File: src/rtl/pipeline_ctrl_pkg.sv
// Shared encodings for the pipeline stall/flush sequencer.
package pipeline_ctrl_pkg;

   localparam logic [1:0] ST_RUN      = 2'd0;
   localparam logic [1:0] ST_MEM_WAIT = 2'd1;
   localparam logic [1:0] ST_DRAIN    = 2'd2;
   localparam logic [1:0] ST_HALTED   = 2'd3;

   typedef enum logic [1:0] {
      RUN      = ST_RUN,
      MEM_WAIT = ST_MEM_WAIT,
      DRAIN    = ST_DRAIN,
      HALTED   = ST_HALTED
   } state_t;

   localparam int DRAIN_CNT_W = 4;
   localparam int REG_W       = 5;

endpackage

File: src/rtl/load_use_detector.sv
// Flags a load in EX whose destination is read by the instruction in ID.
// Purely combinational; x0 never creates a hazard.
module load_use_detector
   import pipeline_ctrl_pkg::*;
(
   input  logic             id_ex_mem_read,
   input  logic [REG_W-1:0] id_ex_rd,
   input  logic [REG_W-1:0] if_id_rs1,
   input  logic [REG_W-1:0] if_id_rs2,
   input  logic             if_id_use_rs1,
   input  logic             if_id_use_rs2,
   output logic             load_use
);

   logic hit_rs1;
   logic hit_rs2;

   assign hit_rs1  = if_id_use_rs1 && (id_ex_rd == if_id_rs1);
   assign hit_rs2  = if_id_use_rs2 && (id_ex_rd == if_id_rs2);
   assign load_use = id_ex_mem_read && (id_ex_rd != '0) && (hit_rs1 || hit_rs2);

endmodule

File: src/rtl/pipeline_stall_controller.sv
// Stall/flush sequencer: controls are combinational from state and events, counters and is_halted are registered.
// Memory wait freezes the whole pipe; halt drains DRAIN_CYCLES cycles and then holds until reset.
module pipeline_stall_controller
   import pipeline_ctrl_pkg::*;
#(
   parameter int DRAIN_CYCLES = 4,
   parameter int CNT_W        = 32
) (
   input  logic             clk,
   input  logic             reset,
   input  logic             id_ex_mem_read,
   input  logic [4:0]       id_ex_rd,
   input  logic [4:0]       if_id_rs1,
   input  logic [4:0]       if_id_rs2,
   input  logic             if_id_use_rs1,
   input  logic             if_id_use_rs2,
   input  logic             dmem_req,
   input  logic             dmem_ready,
   input  logic             ex_mispredict,
   input  logic             halt_req,
   output logic             pc_write,
   output logic             if_id_write,
   output logic             if_id_flush,
   output logic             id_ex_flush,
   output logic             ex_mem_write,
   output logic             mem_wb_bubble,
   output logic             is_halted,
   output logic [CNT_W-1:0] stall_count,
   output logic [CNT_W-1:0] flush_count
);

   localparam logic [DRAIN_CNT_W-1:0] DRAIN_LOAD = DRAIN_CNT_W'(DRAIN_CYCLES - 1);

   state_t                 state;
   state_t                 state_nxt;
   logic [DRAIN_CNT_W-1:0] drain_cnt;
   logic [DRAIN_CNT_W-1:0] drain_cnt_nxt;
   logic                   load_use;
   logic                   mem_stuck;
   logic                   freeze;
   logic                   count_stall;
   logic                   count_flush;

   load_use_detector u_load_use_detector (
      .id_ex_mem_read (id_ex_mem_read),
      .id_ex_rd       (id_ex_rd),
      .if_id_rs1      (if_id_rs1),
      .if_id_rs2      (if_id_rs2),
      .if_id_use_rs1  (if_id_use_rs1),
      .if_id_use_rs2  (if_id_use_rs2),
      .load_use       (load_use)
   );

   assign mem_stuck = dmem_req && !dmem_ready;
   assign freeze    = (state == MEM_WAIT) || mem_stuck;

   always_comb begin
      state_nxt     = state;
      drain_cnt_nxt = drain_cnt;
      pc_write      = 1'b1;
      if_id_write   = 1'b1;
      if_id_flush   = 1'b0;
      id_ex_flush   = 1'b0;
      ex_mem_write  = 1'b1;
      mem_wb_bubble = 1'b0;
      count_flush   = 1'b0;
      case (state)
         RUN, MEM_WAIT: begin
            if (freeze) begin
               pc_write      = 1'b0;
               if_id_write   = 1'b0;
               ex_mem_write  = 1'b0;
               mem_wb_bubble = 1'b1;
               // The ready cycle in MEM_WAIT stays frozen; only the state moves on.
               if (state == RUN)     state_nxt = MEM_WAIT;
               else if (dmem_ready)  state_nxt = RUN;
            end else if (ex_mispredict) begin
               if_id_flush = 1'b1;
               id_ex_flush = 1'b1;
               count_flush = 1'b1;
            end else if (load_use) begin
               pc_write    = 1'b0;
               if_id_write = 1'b0;
               id_ex_flush = 1'b1;
            end else if (halt_req) begin
               pc_write      = 1'b0;
               if_id_flush   = 1'b1;
               state_nxt     = DRAIN;
               drain_cnt_nxt = DRAIN_LOAD;
            end
         end
         DRAIN: begin
            if (freeze) begin
               pc_write      = 1'b0;
               if_id_write   = 1'b0;
               ex_mem_write  = 1'b0;
               mem_wb_bubble = 1'b1;
            end else begin
               pc_write    = 1'b0;
               if_id_flush = 1'b1;
               id_ex_flush = 1'b1;
               if (drain_cnt == '0) state_nxt = HALTED;
               else                 drain_cnt_nxt = drain_cnt - DRAIN_CNT_W'(1);
            end
         end
         HALTED: begin
            pc_write      = 1'b0;
            if_id_write   = 1'b0;
            ex_mem_write  = 1'b0;
            mem_wb_bubble = 1'b1;
         end
         default: state_nxt = RUN;
      endcase
   end

   assign count_stall = ((state == RUN) || (state == MEM_WAIT)) && !pc_write;

   always_ff @(posedge clk or posedge reset) begin
      if (reset) begin
         state       <= RUN;
         drain_cnt   <= '0;
         is_halted   <= 1'b0;
         stall_count <= '0;
         flush_count <= '0;
      end else begin
         state     <= state_nxt;
         drain_cnt <= drain_cnt_nxt;
         is_halted <= (state_nxt == HALTED);
         if (count_stall && (stall_count != '1)) stall_count <= stall_count + CNT_W'(1);
         if (count_flush && (flush_count != '1)) flush_count <= flush_count + CNT_W'(1);
      end
   end

endmodule

File: config.mk
export PLATFORM = sky130hd
export DESIGN_NAME = pipeline_stall_controller
export DESIGN_NICKNAME = d
export VERILOG_FILES = /design/src/rtl/pipeline_ctrl_pkg.sv /design/src/rtl/load_use_detector.sv /design/src/rtl/pipeline_stall_controller.sv
export SDC_FILE = /design/constraint.sdc
export NUM_CORES = 1
export LEC_CHECK = 0
export CAP_MARGIN = 20
export CORE_AREA = 5 5 127 99
export DETAILED_ROUTE_END_ITERATION = 8
export DIE_AREA = 0 0 132 104
export SLEW_MARGIN = 40
export SYNTH_ARGS = -nofsm -noshare
export SYNTH_HDL_FRONTEND = slang
export SYNTH_SLANG_ARGS = --single-unit
File: constraint.sdc
create_clock -name clk -period 5.7 [get_ports clk]
set_input_delay 1.425 -clock clk [delete_from_list [all_inputs] [get_ports clk]]
set_output_delay 1.425 -clock clk [all_outputs]
set_load 0.1 [all_outputs]
==> results of run 1 <==
[cell families (layout without fill, tap and decap cells)]
kind of cell    after synthesis  in the layout  share of synthesized area
buf+inv                      24            124                     0.0326
compound gates               23             23                     0.0447
fa+ha+maj                     4              4                     0.0130
flops                        71             71                      0.463
mux                           2              2                    0.00685
xor+xnor                     71             71                      0.162
simple gates                175            175                      0.278
[worst register-to-register path: cells and delay by family, from the launching register on]
| kind | cells | cell delay (ps) |
|---|---|---|
| DFF | 1 | 420 |
| xor gates and xnor gates | 1 | 120 |
| adders and majority gates | 1 | 230 |
| and+or+nand+nor | 5 | 1590 |
[power by group through the flow]
stage	sequential [mW]	clock, mW	combinational (mW)
floorplan	0.576	0	0.179
global placement	0.550	0	0.270
detailed placement	0.550	0	0.270
CTS	0.541	0.498	0.270
global route	0.545	0.515	0.284
finish	0.542	0.479	0.266
[per-layer routing]
metal	track usage	vias to the layer above	part of all wire
li1	-	1498	-
met4	0.0396	0	0.012
met3	0.0459	13	0.073
met5	0	-	0
met1	0.195	1494	0.47
met2	0.200	90	0.44
[flip-flops by register name, indices dropped and copies added, names as in the netlist]
signal	cells
drain_cnt	4
is_halted	1
flush_count	32
state	2
stall_count	32
[cell usage after synthesis, drive strengths merged, types with 3 or more instances]
master,n
dfrtp,71
xnor2,57
nand3,35
nand2,28
nand4,26
nor2,23
inv,14
nor3,14
xor2,14
and3,12
a21oi,9
buf,9
and4,4
ha,4
nand3b,4
nand4b,4
o21ai,4
and2,3
nand2b,3
nor3b,3
nor4,3
or3,3
[per-stage QoR]
step / hold slack, ps / instances
finish: 495 / 614
global route: 522 / 614
CTS: 496 / 614
detailed placement: 489 / 600
global placement: 483 / 600
floorplan: 473 / 370
[layout by cell type, fill, tap and decap left out, types with 2 or more instances in the layout]
| master | Yosys | final |
|---|---|---|
| xnor2_1 | 57 | 57 |
| and2_1 | 3 | 3 |
| nand2_1 | 27 | 27 |
| nand3_1 | 33 | 33 |
| o21ai_0 | 3 | 3 |
| and3_1 | 10 | 10 |
| clkdlybuf4s50_1 | 0 | 23 |
| nand3_2 | 2 | 2 |
| a21oi_1 | 7 | 7 |
| nor3_1 | 10 | 10 |
| clkinv_2 | 0 | 3 |
| ha_1 | 4 | 4 |
| clkbuf_16 | 0 | 9 |
| buf_2 | 6 | 65 |
| nor3_2 | 4 | 4 |
| xor2_1 | 14 | 14 |
| a21oi_2 | 2 | 2 |
| nand4b_1 | 4 | 4 |
| nand3b_1 | 4 | 4 |
| or3_1 | 2 | 2 |
| nor3b_1 | 3 | 3 |
| clkbuf_1 | 0 | 3 |
| nor2_1 | 23 | 23 |
| and4_1 | 3 | 3 |
| dfrtp_1 | 71 | 71 |
| inv_1 | 14 | 13 |
| nand2b_1 | 3 | 3 |
| buf_4 | 0 | 7 |
| nand4_1 | 25 | 25 |
[final timing paths]
kind,from,cells after the start,endpoint,slack [ps]
hold / removal,stall_count[30]$_DFFE_PP0P_,1,stall_count[30]$_DFFE_PP0P_,500
setup / recovery,id_ex_rd[1],8,if_id_flush,940
hold reg to reg,stall_count[30]$_DFFE_PP0P_,1,stall_count[30]$_DFFE_PP0P_,500
setup reg to reg,stall_count[0]$_DFFE_PP0P_,7,stall_count[13]$_DFFE_PP0P_,3250
min in group asynchronous,reset,2,stall_count[19]$_DFFE_PP0P_,1460
max in group asynchronous,reset,3,drain_cnt[0]$_DFFE_PP0P_,3320
[layout make-up]
cell class | instances | area (um^2)
Multi-Input combinational cell | 275 | 1930
Inverter | 15 | 62.6
Tap cell | 144 | 180
Clock inverter | 2 | 10.0
Sequential cell | 71 | 1780
Clock buffer | 12 | 236
Timing Repair Buffer | 95 | 608
Fill cell | 1108 | 6460
==> impl_metrics.tcl, run 1 <==
set metrics [dict create \
    cp_common_cell "nand2_1" \
    skew_ps 7.08 \
    drtIter0Drc 145 \
    dr_total_vias 3095 \
    ys_ff_latch 71 \
    powerDensity_nw_per_um2 268 \
    die_x_um 132 \
    wire_per_inst_um 15.1 \
    fin_nets 495 \
    die-area_um2 13700 \
    wirelength_mm 9.26 \
    clockPowerShare 0.372 \
    post_cts_resized 0 \
    status "complete, no violations" \
    gr-usage-all-layers 0.138 \
    cts-buffers-inserted 9 \
    antenna_found_initial 0 \
    arrival_ps 3330 \
    setup_viol 0 \
    period_needed_ps 4760 \
    utilization 0.427 \
    cts_max_path_buffers 2 \
    htreeDepth 3 \
    design_area_um2 4810 \
    netlist_area_um2 3840 \
    seq_power_share 0.421 \
    gp_congestion 0.789 \
    p_comb_frac 0.207 \
    end_kind "output port" \
    worst_pin_slew_ps 641 \
    ir_worst_vdd_v 0.000237 \
    switchingPower_mw 0.407 \
    clk_pin_slew_ps 50 \
    worst-path-buf-inv 3 \
    worstSetupPathType "input pin to output port" \
    yosys-top-cells-area "dfrtp_1 (46%), xnor2_1 (13%), nand3_1 (4.3%)" \
    critical_path.cell_chain "clkdlybuf4s50_1 -> or4_1 -> o21ai_1 -> inv_1 -> nand2_1 -> nand2_1 -> a21oi_1 -> buf_4" \
    p_leak_nw 2.21 \
    cts_sinks 71 \
    yosys.area.top_type "dfrtp_1" \
    yosysWarnings 0 \
    core_area_um2 11300 \
    cts_root_buf "clkbuf_16" \
    grt_overflow 0 \
    avgSynthCellArea_um2 10.4 \
    yosysSeqAreaShare 0.463 \
    p_total_mw 1.29 \
    rsz0062_at_grt "no" \
    crit_family "buffers and inverters" \
    cp_slowest_cell "or4_1" \
    cp.required_ps 4280 \
    num_antenna_cells 0 \
    maxCapViolations 0 \
    placed_cell_area_um2 4560 \
    fmax_mhz 210 \
    firstDrtPassIters 4 \
    min_path_type "flip-flop to flip-flop" \
    num_io_pins 95 \
    p_int_mw 0.879 \
    synth_edf_count 0 \
    max-slew-margin-rel 0.569 \
    syn_inst 370 \
    hold_buffers 0 \
    worst-path-max-fanout 4 \
    die_y_um 104 \
    antenna_left 0 \
    initial_core_util 0.340 \
    syn_nets 398 \
    synth.distinct_cells 58 \
    grt_max_degree 39 \
    slew_violations 0 \
    synth_top_area_frac 0.463 \
    cts_setup_buffers 0 \
    grt_pass1_wl_mm 15.8 \
    ys_async_sr_fraction 1.00 \
    cts_tree "done" \
    drc 0 \
    num_rows 34 \
    synth_top_flop_cell "dfrtp_1" \
    finalHoldViolCount 0 \
    syn_to_final_growth_pct 25.3 \
    dp_hpwl_mm 6.92 \
    post-route-period-util 0.834 \
    critPathMaxStageDelay_ps 540 \
    pre_cts_slack_ps 969 \
    finalSetupTns_ps 0 \
    clk-insertion-delay-late_ps 330 \
    fin_ws_ps 945 \
    drive_gt1_frac 0.234 \
    switching_share 0.317 \
    cp-start-kind "input pin" \
    avgViaCountPerCell 5.04 \
    port_buffers 94 \
    grt_pass1_vias 3004 \
]
Note: power is estimated with default switching activity, not from simulation.
==> run 2: changes to the inputs <==
==> constraint.sdc (replaced) <==
create_clock -name clk -period 3.95 [get_ports clk]
set_input_delay 0.9875 -clock clk [delete_from_list [all_inputs] [get_ports clk]]
set_output_delay 0.9875 -clock clk [all_outputs]
set_load 0.1 [all_outputs]
==> impl_metrics.tcl, run 2 (synthesized netlist as in run 1, its figures left out) <==
set metrics [dict create \
    critPathMaxStageDelay_ps 530 \
    core_area_um2 11300 \
    skew_ps 4.27 \
    port_buffers 94 \
    p_leak_nw 2.26 \
    status "complete, no violations" \
    clk-insertion-delay-late_ps 320 \
    worst-path-buf-inv 3 \
    num_antenna_cells 0 \
    setup_viol 0 \
    min_path_type "flip-flop to flip-flop" \
    path_depth 8 \
    utilization 0.440 \
    grt_pass1_vias 3168 \
    cts_sinks 71 \
    crit_family "simple AND/OR/NAND/NOR gates" \
    final_common_cell "dfrtp_1" \
    fin_ws_ps 191 \
    gr-usage-all-layers 0.144 \
    instances_no_fill 617 \
    rr_startpoint "stall_count[23]$_DFFE_PP0P_" \
    antenna_left 0 \
    fmax_mhz 266 \
    die_x_um 132 \
    cp_slowest_cell "or4_1" \
    final_cell_mix "dfrtp_1 (71), buf_2 (65), xnor2_1 (57)" \
    p_int_mw 1.38 \
    worst_pin_slew_ps 642 \
    startpoint "id_ex_rd[1]" \
    cts_tree "done" \
    p_total_mw 1.99 \
    end_kind "output port" \
    cts_root_buf "clkbuf_16" \
    arrival_ps 2770 \
    grt_overflow 0 \
    clk_pin_slew_ps 50 \
    gp_congestion 0.821 \
    num_io_pins 95 \
    wire_per_inst_um 15.1 \
    dp_cells 602 \
    critical_path.cell_chain "clkdlybuf4s50_1 -> or4_1 -> o21ai_1 -> inv_1 -> nand2_1 -> nand2_1 -> a21oi_2 -> buf_12" \
    timing.hold.worst_path_depth 1 \
    grt_pass1_wl_mm 16.4 \
    hold_slack_ps 481 \
    max-slew-margin-rel 0.572 \
    drive_gt1_frac 0.245 \
    maxCapViolations 0 \
    antenna_found_initial 0 \
    reg2reg_depth 5 \
    cts-buffers-inserted 9 \
    worstSetupPathType "input pin to output port" \
    wirelength_mm 9.34 \
    post-route-period-util 0.952 \
    hp-start "stall_count[30]$_DFFE_PP0P_" \
    cp_common_cell "nand2_1" \
    cp-start-kind "input pin" \
    fin_nets 497 \
    firstDrtPassIters 4 \
    post_cts_resized 0 \
    clockPowerShare 0.378 \
    worst-path-max-fanout 3 \
    largestRegisters "flush_count x32, stall_count x32, drain_cnt x4" \
    num_rows 34 \
    finalHoldViolCount 0 \
    cts_max_path_buffers 2 \
    rsz0062_at_grt "no" \
    die_y_um 104 \
    cp.required_ps 2960 \
    powerDensity_nw_per_um2 401 \
    period_needed_ps 3760 \
    avgViaCountPerCell 4.97 \
    slew_violations 0 \
    drtIter0Drc 152 \
    dr_total_vias 3064 \
    drc 0 \
    initial_core_util 0.340 \
    design_area_um2 4960 \
    seq_power_share 0.394 \
    htreeDepth 3 \
    p_comb_frac 0.228 \
    ir_worst_vdd_v 0.000260 \
    hold_buffers 0 \
    switching_share 0.305 \
    switchingPower_mw 0.606 \
    die-area_um2 13700 \
    placed_cell_area_um2 4680 \
    pre_cts_slack_ps 189 \
    cts_setup_buffers 0 \
    grt_max_degree 38 \
    finalSetupTns_ps 0 \
    dp_hpwl_mm 7.04 \
    syn_to_final_growth_pct 29.2 \
]
-- run 2: final cells by class --
cell class	instances	area, um^2
fill	1093	6320
multi-input combinational	275	1950
sequential	71	1780
timing repair buffer	97	711
clock buffer	15	278
tap	144	180
inverter	15	62.6
-- run 2: path summary, 6_finish.rpt --
check	endpoint	slack (ps)
max	if_id_flush	190
min	stall_count[30]$_DFFE_PP0P_	480
max reg2reg	stall_count[1]$_DFFE_PP0P_	1410
min reg2reg	stall_count[30]$_DFFE_PP0P_	480
max in group asynchronous	drain_cnt[0]$_DFFE_PP0P_	2300
min in group asynchronous	flush_count[20]$_DFFE_PP0P_	1050
-- run 2: power by group through the flow --
stage	Combinational [mW]	Clock, mW	Sequential [mW]
floorplan	0.264	0	0.831
CTS	0.458	0.781	0.784
detailed placement	0.456	0	0.796
global route	0.484	0.816	0.788
finish	0.453	0.752	0.784
global placement	0.459	0	0.796
-- run 2: layer usage --
| layer | routed length [um] | vias to the layer above | global-route usage |
|---|---|---|---|
| met2 | 3890 | 81 | 0.203 |
| li1 | - | 1502 | - |
| met1 | 4590 | 1467 | 0.202 |
| met4 | 157 | 0 | 0.0477 |
| met5 | 0 | - | 0 |
| met3 | 706 | 14 | 0.0546 |
